===== src/rtl/range_ctrl.sv =====
// rtl/range_ctrl.sv - key conditioning, run handshake and result index walk for the Collatz range engine.
// Optional macro: RANGE_CTRL_AUTOREPEAT_EN enables step auto-repeat while KEY[0]/KEY[1] is held in SHOW.
module range_ctrl #(
   parameter int RAM_WORDS       = 256,
   parameter int RAM_ADDR_BITS   = 8,
   parameter int DEBOUNCE_CYCLES = 500000,
   parameter int REPEAT_DELAY    = 25000000,
   parameter int REPEAT_PERIOD   = 5000000
) (
   input  logic        clk,
   input  logic        reset,
   input  logic [3:0]  KEY,
   input  logic [9:0]  SW,
   input  logic        done,
   input  logic [15:0] count,
   output logic        go,
   output logic [31:0] start,
   output logic [11:0] n,
   output logic [11:0] disp_start,
   output logic [15:0] disp_count,
   output logic [9:0]  LEDR
);
   localparam int DB_W = $clog2(DEBOUNCE_CYCLES + 1);

   typedef enum logic [1:0] {S_IDLE, S_GO, S_RUN, S_SHOW} state_t;

   state_t                   state;
   logic [3:0]               sync1, sync2, deb, press;
   logic [DB_W-1:0]          db_cnt [4];
   logic [RAM_ADDR_BITS-1:0] idx;
   logic                     rep_up, rep_dn;
   logic                     run_ev, clr_ev, up_ev, dn_ev;

   // The counter only runs while the synced level disagrees with the accepted level.
   always_ff @(posedge clk) begin
      if (reset) begin
         sync1 <= '1;
         sync2 <= '1;
         deb   <= '1;
         press <= '0;
         for (int i = 0; i < 4; i++) db_cnt[i] <= '0;
      end else begin
         sync1 <= KEY;
         sync2 <= sync1;
         for (int i = 0; i < 4; i++) begin
            press[i] <= 1'b0;
            if (sync2[i] == deb[i]) begin
               db_cnt[i] <= '0;
            end else if (db_cnt[i] == DB_W'(DEBOUNCE_CYCLES - 1)) begin
               db_cnt[i] <= '0;
               deb[i]    <= sync2[i];
               press[i]  <= ~sync2[i];
            end else begin
               db_cnt[i] <= db_cnt[i] + 1'b1;
            end
         end
      end
   end

`ifdef RANGE_CTRL_AUTOREPEAT_EN
   localparam int RP_MAX = (REPEAT_DELAY > REPEAT_PERIOD) ? REPEAT_DELAY : REPEAT_PERIOD;
   localparam int RP_W   = $clog2(RP_MAX + 1);

   logic [RP_W-1:0] rep_cnt;
   logic            rep_again, rep_fire;

   // First repeat lands REPEAT_DELAY cycles after the press event, then one every REPEAT_PERIOD.
   always_ff @(posedge clk) begin
      if (reset || state != S_SHOW || (deb[0] && deb[1]) || press[0] || press[1]) begin
         rep_cnt   <= '0;
         rep_again <= 1'b0;
         rep_fire  <= 1'b0;
      end else begin
         rep_fire <= 1'b0;
         if ((!rep_again && rep_cnt == RP_W'(REPEAT_DELAY - 2)) ||
             ( rep_again && rep_cnt == RP_W'(REPEAT_PERIOD - 1))) begin
            rep_fire  <= 1'b1;
            rep_again <= 1'b1;
            rep_cnt   <= '0;
         end else begin
            rep_cnt <= rep_cnt + 1'b1;
         end
      end
   end

   assign rep_up = rep_fire & ~deb[0];
   assign rep_dn = rep_fire & deb[0] & ~deb[1];
`else
   assign rep_up = 1'b0;
   assign rep_dn = 1'b0;
`endif

   assign run_ev = press[3];
   assign clr_ev = press[2];
   assign up_ev  = press[0] | rep_up;
   assign dn_ev  = press[1] | rep_dn;

   always_ff @(posedge clk) begin
      if (reset) begin
         state      <= S_IDLE;
         go         <= 1'b0;
         start      <= '0;
         idx        <= '0;
         disp_count <= '0;
      end else begin
         go <= 1'b0;
         case (state)
            S_IDLE: begin
               idx        <= '0;
               disp_count <= '0;
               if (run_ev) begin
                  start <= {22'b0, SW};
                  go    <= 1'b1;
                  state <= S_GO;
               end
            end
            S_GO: state <= S_RUN;
            S_RUN: begin
               if (done) begin
                  idx   <= '0;
                  state <= S_SHOW;
               end
            end
            S_SHOW: begin
               disp_count <= count;
               if (run_ev) begin
                  start <= {22'b0, SW};
                  go    <= 1'b1;
                  state <= S_GO;
               end else if (clr_ev) begin
                  idx <= '0;
               end else if (up_ev) begin
                  idx <= idx + 1'b1;
               end else if (dn_ev) begin
                  idx <= idx - 1'b1;
               end
            end
            default: state <= S_IDLE;
         endcase
      end
   end

   // idx is exactly RAM_ADDR_BITS wide, so the modulo-RAM_WORDS wrap is free.
   assign n          = 12'(idx);
   assign disp_start = start[11:0] + n;
   assign LEDR       = {n[7:0], state == S_SHOW, (state == S_GO) || (state == S_RUN)};
endmodule


===== config.mk =====
export PLATFORM = sky130hd
export DESIGN_NAME = range_ctrl
export DESIGN_NICKNAME = d
export VERILOG_FILES = /design/src/rtl/range_ctrl.sv
export SDC_FILE = /design/constraint.sdc
export NUM_CORES = 1
export LEC_CHECK = 0
export ABC_AREA = 1
export CORE_MARGIN = 8
export CORE_UTILIZATION = 45
export CTS_BUF_LIST = sky130_fd_sc_hd__clkbuf_8
export CTS_CLUSTER_SIZE = 25
export DETAILED_ROUTE_END_ITERATION = 12
export PLACE_DENSITY_LB_ADDON = 0.3
export SYNTH_ARGS = -nofsm -noshare
export SYNTH_HDL_FRONTEND = slang
export SYNTH_SLANG_ARGS = --single-unit

===== constraint.sdc =====
create_clock -name clk -period 1.65 [get_ports clk]
set_input_delay 0.165 -clock clk [delete_from_list [all_inputs] [get_ports clk]]
set_output_delay 0.165 -clock clk [all_outputs]
set_load 0.02 [all_outputs]

==> flow_results.org <==
** Outcome
- The flow ran to the end, but the final reports show violations.
- Violations in the final reports :: setup timing

** Floorplan
- Number of placement rows :: 47
- 116 I/O pins were placed.
- Initial standard-cell utilization of the core :: 0.458
- The die covers 21200 µm².
- Die Span Y :: 146 µm
- Core Area :: 16500 µm²
- From left edge to right edge, the die measures 146 µm.

** Flow run
- Across the run, the number of max-cap violations was 0.

** STA
- For the final database, setup skew stands at 10.8 ps.
- Setup violations remaining at the end of the flow were counted as 10.
- Dividing the final minimum period by the clock period gives 1.32.
- Slew margin rel. :: 0.613
- Setup repair after global routing could not meet its margin everywhere.
- Based on the critical path, the design can be clocked at up to 0.460 GHz.
- Summed over all failing endpoints, the final setup total negative slack is -4060 ps.
- Final hold violation count :: 0
- Final critical-path setup slack :: -526 ps
- On the final layout, the worst hold slack is 260 ps.
- The final number of max-transition violations is 0.
- Period minus WS final :: 2180 ps
- Transition at the pin with the smallest max-transition slack :: 579 ps

** Synth
- Yosys mapped a number of flops with a built-in enable equal to 76.
- Fraction of the yosys area taken by sequential cells :: 0.442
- By instance count, the leading cell after synthesis is sky130_fd_sc_hd__nand2_1.
- Post-synthesis async set-or-reset flop share :: 0
- Summed over all instances, the cell type with the most area after synthesis is sky130_fd_sc_hd__edfxtp_1.
- Synthesized cell area :: 7560 µm²
- Yosys printed 0 warnings.
- Yosys cell types :: 42
- Leading post-synthesis cells by cell area :: sky130_fd_sc_hd__edfxtp_1, sky130_fd_sc_hd__dfxtp_1, sky130_fd_sc_hd__nand2_1, sky130_fd_sc_hd__nor2_1, sky130_fd_sc_hd__inv_1
- Main synth FF type :: sky130_fd_sc_hd__edfxtp_1
- Post-Syn Instances :: 954
- Mean instance size in the synthesized netlist :: 7.93 µm²
- Synth top area share :: 0.302
- Top cell types by occurrence after synthesis :: sky130_fd_sc_hd__nand2_1, sky130_fd_sc_hd__nor2_1, sky130_fd_sc_hd__inv_1, sky130_fd_sc_hd__edfxtp_1, sky130_fd_sc_hd__nand3_1
- Synthesis inferred 129 register bits.

** Layout
- Area of combinational cells with multiple inputs :: 4340 µm²
- Register area :: 3360 µm²
- 0 antenna diodes ended up in the layout.
- Of the cells placed in the final design, the portion with a size suffix greater than 1 is 0.218.
- From synthesis to final layout, the design area changed by 37.7%.
- The finished layout holds 1439 standard cells, fillers aside.
- The layout has 1430 filler cells.
- After the last flow step, the layout net total stands at 1263.
- Fraction of the core area covered by cells at the end of the flow :: 0.630

** Setup path
- STA classifies the critical path endpoint as a primary output.
- R2r setup slk :: 0 ps
- Max FO, Critical Path :: 2
- Setup crit start :: idx[0]
- Number of cells on the worst reg-to-reg path :: 8
- Worst endpoint data arrival time :: 2010 ps
- Reg-to-reg startpoint :: idx[0]
- The endpoint identified for the worst register-to-register timing path is idx[6].
- The critical path is of the flip-flop to primary output type.
- Required time at the endpoint of the critical path :: 1480 ps
- Startpoint Class :: flip-flop
- Following the worst setup path forward leads to its endpoint at disp_start[2].

** Route
- The first routing iteration left 365 violations.
- Total number of vias :: 6858
- Wires add up to 18600 µm.
- The pre-antenna-repair detailed-routing pass consisted of 5 iterations.
- After detailed routing, the number of vias per cell comes to 4.77.
- Routed length per instance :: 12.9 µm
- DRC viols :: 0
- Post-route ant nets :: 0

** Place
- Port buffering added 88 buffers.
- The wire-length estimate of the detail-placed layout is 13300 µm.
- Counting tap cells, the placed design contains a total of 1391 instances.
- Weighted congestion reported at the end of routability-driven placement :: 0.893

** CTS
- Clock slew at the register clock pins of the worst setup and hold paths :: 70 ps
- Clock Sinks :: 129
- CTS tree :: done
- Longest Clk Path Bufs :: 2
- Clock Root Buffer :: sky130_fd_sc_hd__clkbuf_8
- The number of clock buffers added by TritonCTS is 17.
- For the worst-skew pair, the clock arrives at the later sink with an insertion delay of 460 ps.
- CTS Hold Bufs :: 0
- H-Tree Level Count :: 4

** Worst hold path
- In this run the worst hold path is classified as input pin to flip-flop.
- Along the worst hold path, the cell count comes to 2.

** GRT
- The number of global-route vias before repair was 6474.
- The initial antenna violation count came to 0.
- For this run, the total global-route usage over all layers was measured as 0.173.
- Wire length of the first global-routing pass :: 30100 µm
- Entering global routing, the biggest net connects 37 pins.
- Gr ovfl total :: 0

** Pwr
- PwrDens :: 801 nW/µm²
- The design draws 0.00834 W.
- Leak Pwr :: 4.57 nW
- Max IR drop VDD :: 0.447 mV
-- report_power, final --
| part | total [W] | switching [W] | internal, W | leakage, nW |
|---|---|---|---|---|
| clock | 0.00275 | 0.00125 | 0.00150 | 0.203 |
| combinational | 0.00190 | 0.00114 | 0.000758 | 3.14 |
| sequential | 0.00369 | 0.000129 | 0.00356 | 1.22 |
| total | 0.00834 | 0.00253 | 0.00581 | 4.57 |
-- cell usage in the layout (no fill, tap or decap), types with 4 or more instances in the layout --
cell type / count
sky130_fd_sc_hd__buf_6: 14
sky130_fd_sc_hd__clkbuf_8: 18
sky130_fd_sc_hd__inv_2: 7
sky130_fd_sc_hd__a21oi_2: 5
sky130_fd_sc_hd__xor2_2: 6
sky130_fd_sc_hd__nand3_1: 63
sky130_fd_sc_hd__dfxtp_2: 12
sky130_fd_sc_hd__xnor2_1: 9
sky130_fd_sc_hd__edfxtp_1: 76
sky130_fd_sc_hd__nor2_4: 5
sky130_fd_sc_hd__or2_2: 14
sky130_fd_sc_hd__nand3b_1: 6
sky130_fd_sc_hd__or2_0: 4
sky130_fd_sc_hd__clkdlybuf4s50_1: 45
sky130_fd_sc_hd__inv_1: 106
sky130_fd_sc_hd__nand2_2: 12
sky130_fd_sc_hd__nor2_2: 9
sky130_fd_sc_hd__nor3_1: 14
sky130_fd_sc_hd__nor3_2: 10
sky130_fd_sc_hd__nand3_4: 5
sky130_fd_sc_hd__dlygate4sd2_1: 27
sky130_fd_sc_hd__dlymetal6s2s_1: 4
sky130_fd_sc_hd__a21oi_1: 61
sky130_fd_sc_hd__o21ai_0: 21
sky130_fd_sc_hd__buf_4: 87
sky130_fd_sc_hd__dfxtp_1: 40
sky130_fd_sc_hd__conb_1: 103
sky130_fd_sc_hd__nand3_2: 14
sky130_fd_sc_hd__ha_4: 15
sky130_fd_sc_hd__nor2_1: 118
sky130_fd_sc_hd__ha_1: 4
sky130_fd_sc_hd__nand2_1: 191
sky130_fd_sc_hd__nand4_1: 22
sky130_fd_sc_hd__clkinv_1: 4
sky130_fd_sc_hd__xor2_1: 24
-- through the flow --
stage,area (µm²),setup WS [ps]
final,10400,-526
after detailed placement,9430,-492
after CTS,10000,-540
after global placement,9430,-499
after floorplan,7990,-16.7
after global routing,10400,-606
-- worst max-delay path: stages, from the launching register on --
cell and delay (ps):
sky130_fd_sc_hd__dfxtp_2 340, sky130_fd_sc_hd__ha_4 160, sky130_fd_sc_hd__fa_2 370, sky130_fd_sc_hd__buf_4 160, sky130_fd_sc_hd__buf_6 100, sky130_fd_sc_hd__buf_6 110, sky130_fd_sc_hd__xor2_2 170, sky130_fd_sc_hd__buf_6 140
-- what timing repair did --
action,4_1_cts,5_1_grt
endpoints found under the hold margin,0,0
setup endpoints to repair,53,95
pin swaps,18,23
cloned,1,1
resized for setup,134,67
setup buffers,5,10
-- kinds of logic (layout without fill, tap and decap cells) --
| group | count (synthesis) | count (layout) | synth area share |
|---|---|---|---|
| compound gates | 99 | 99 | 0.0688 |
| xor+xnor | 39 | 39 | 0.0452 |
| flops | 129 | 129 | 0.442 |
| buf+inv | 165 | 327 | 0.103 |
| simple gates | 496 | 498 | 0.298 |
| other cells | 2 | 103 | 0.000993 |
| fa+ha+maj | 24 | 24 | 0.0417 |
-- final cells by class --
type,instances,area share
Inverter,113,0.0410
Sequential cell,129,0.323
Tap cell,220,0.0264
Timing Repair Buffer,182,0.155
Multi-Input combinational cell,763,0.416
Clock buffer,18,0.0238
Clock inverter,14,0.0142
-- state kept, by name, summed over array words and instances, names as in the netlist --
name        count
state           2
deb             4
press           4
sync1           4
sync2           4
go              1
db_cnt         76
start          10
disp_count     16
idx             8
-- layer usage --
metal  vias to the layer above  track usage  part of all wire  wire length, µm
met1                      3164        0.203              0.43             8050
met4                         0       0.0869             0.028              512
met2                       169        0.288              0.49             9060
met3                        35       0.0435             0.053              987
li1                       3490            -                 -                -
met5                         -            0                 0                0
-- worst min-delay path by stage --
stage	slack, ps	end	startpoint
finish	260	sync1[0]	KEY[0]
global route	250	sync1[3]	KEY[3]
CTS	230	sync1[0]	KEY[0]
detailed placement	400	sync2[3]	sync1[3]
global placement	390	sync2[3]	sync1[3]
floorplan	270	sync1[0]	KEY[0]
(Power assumes the default switching activity.)
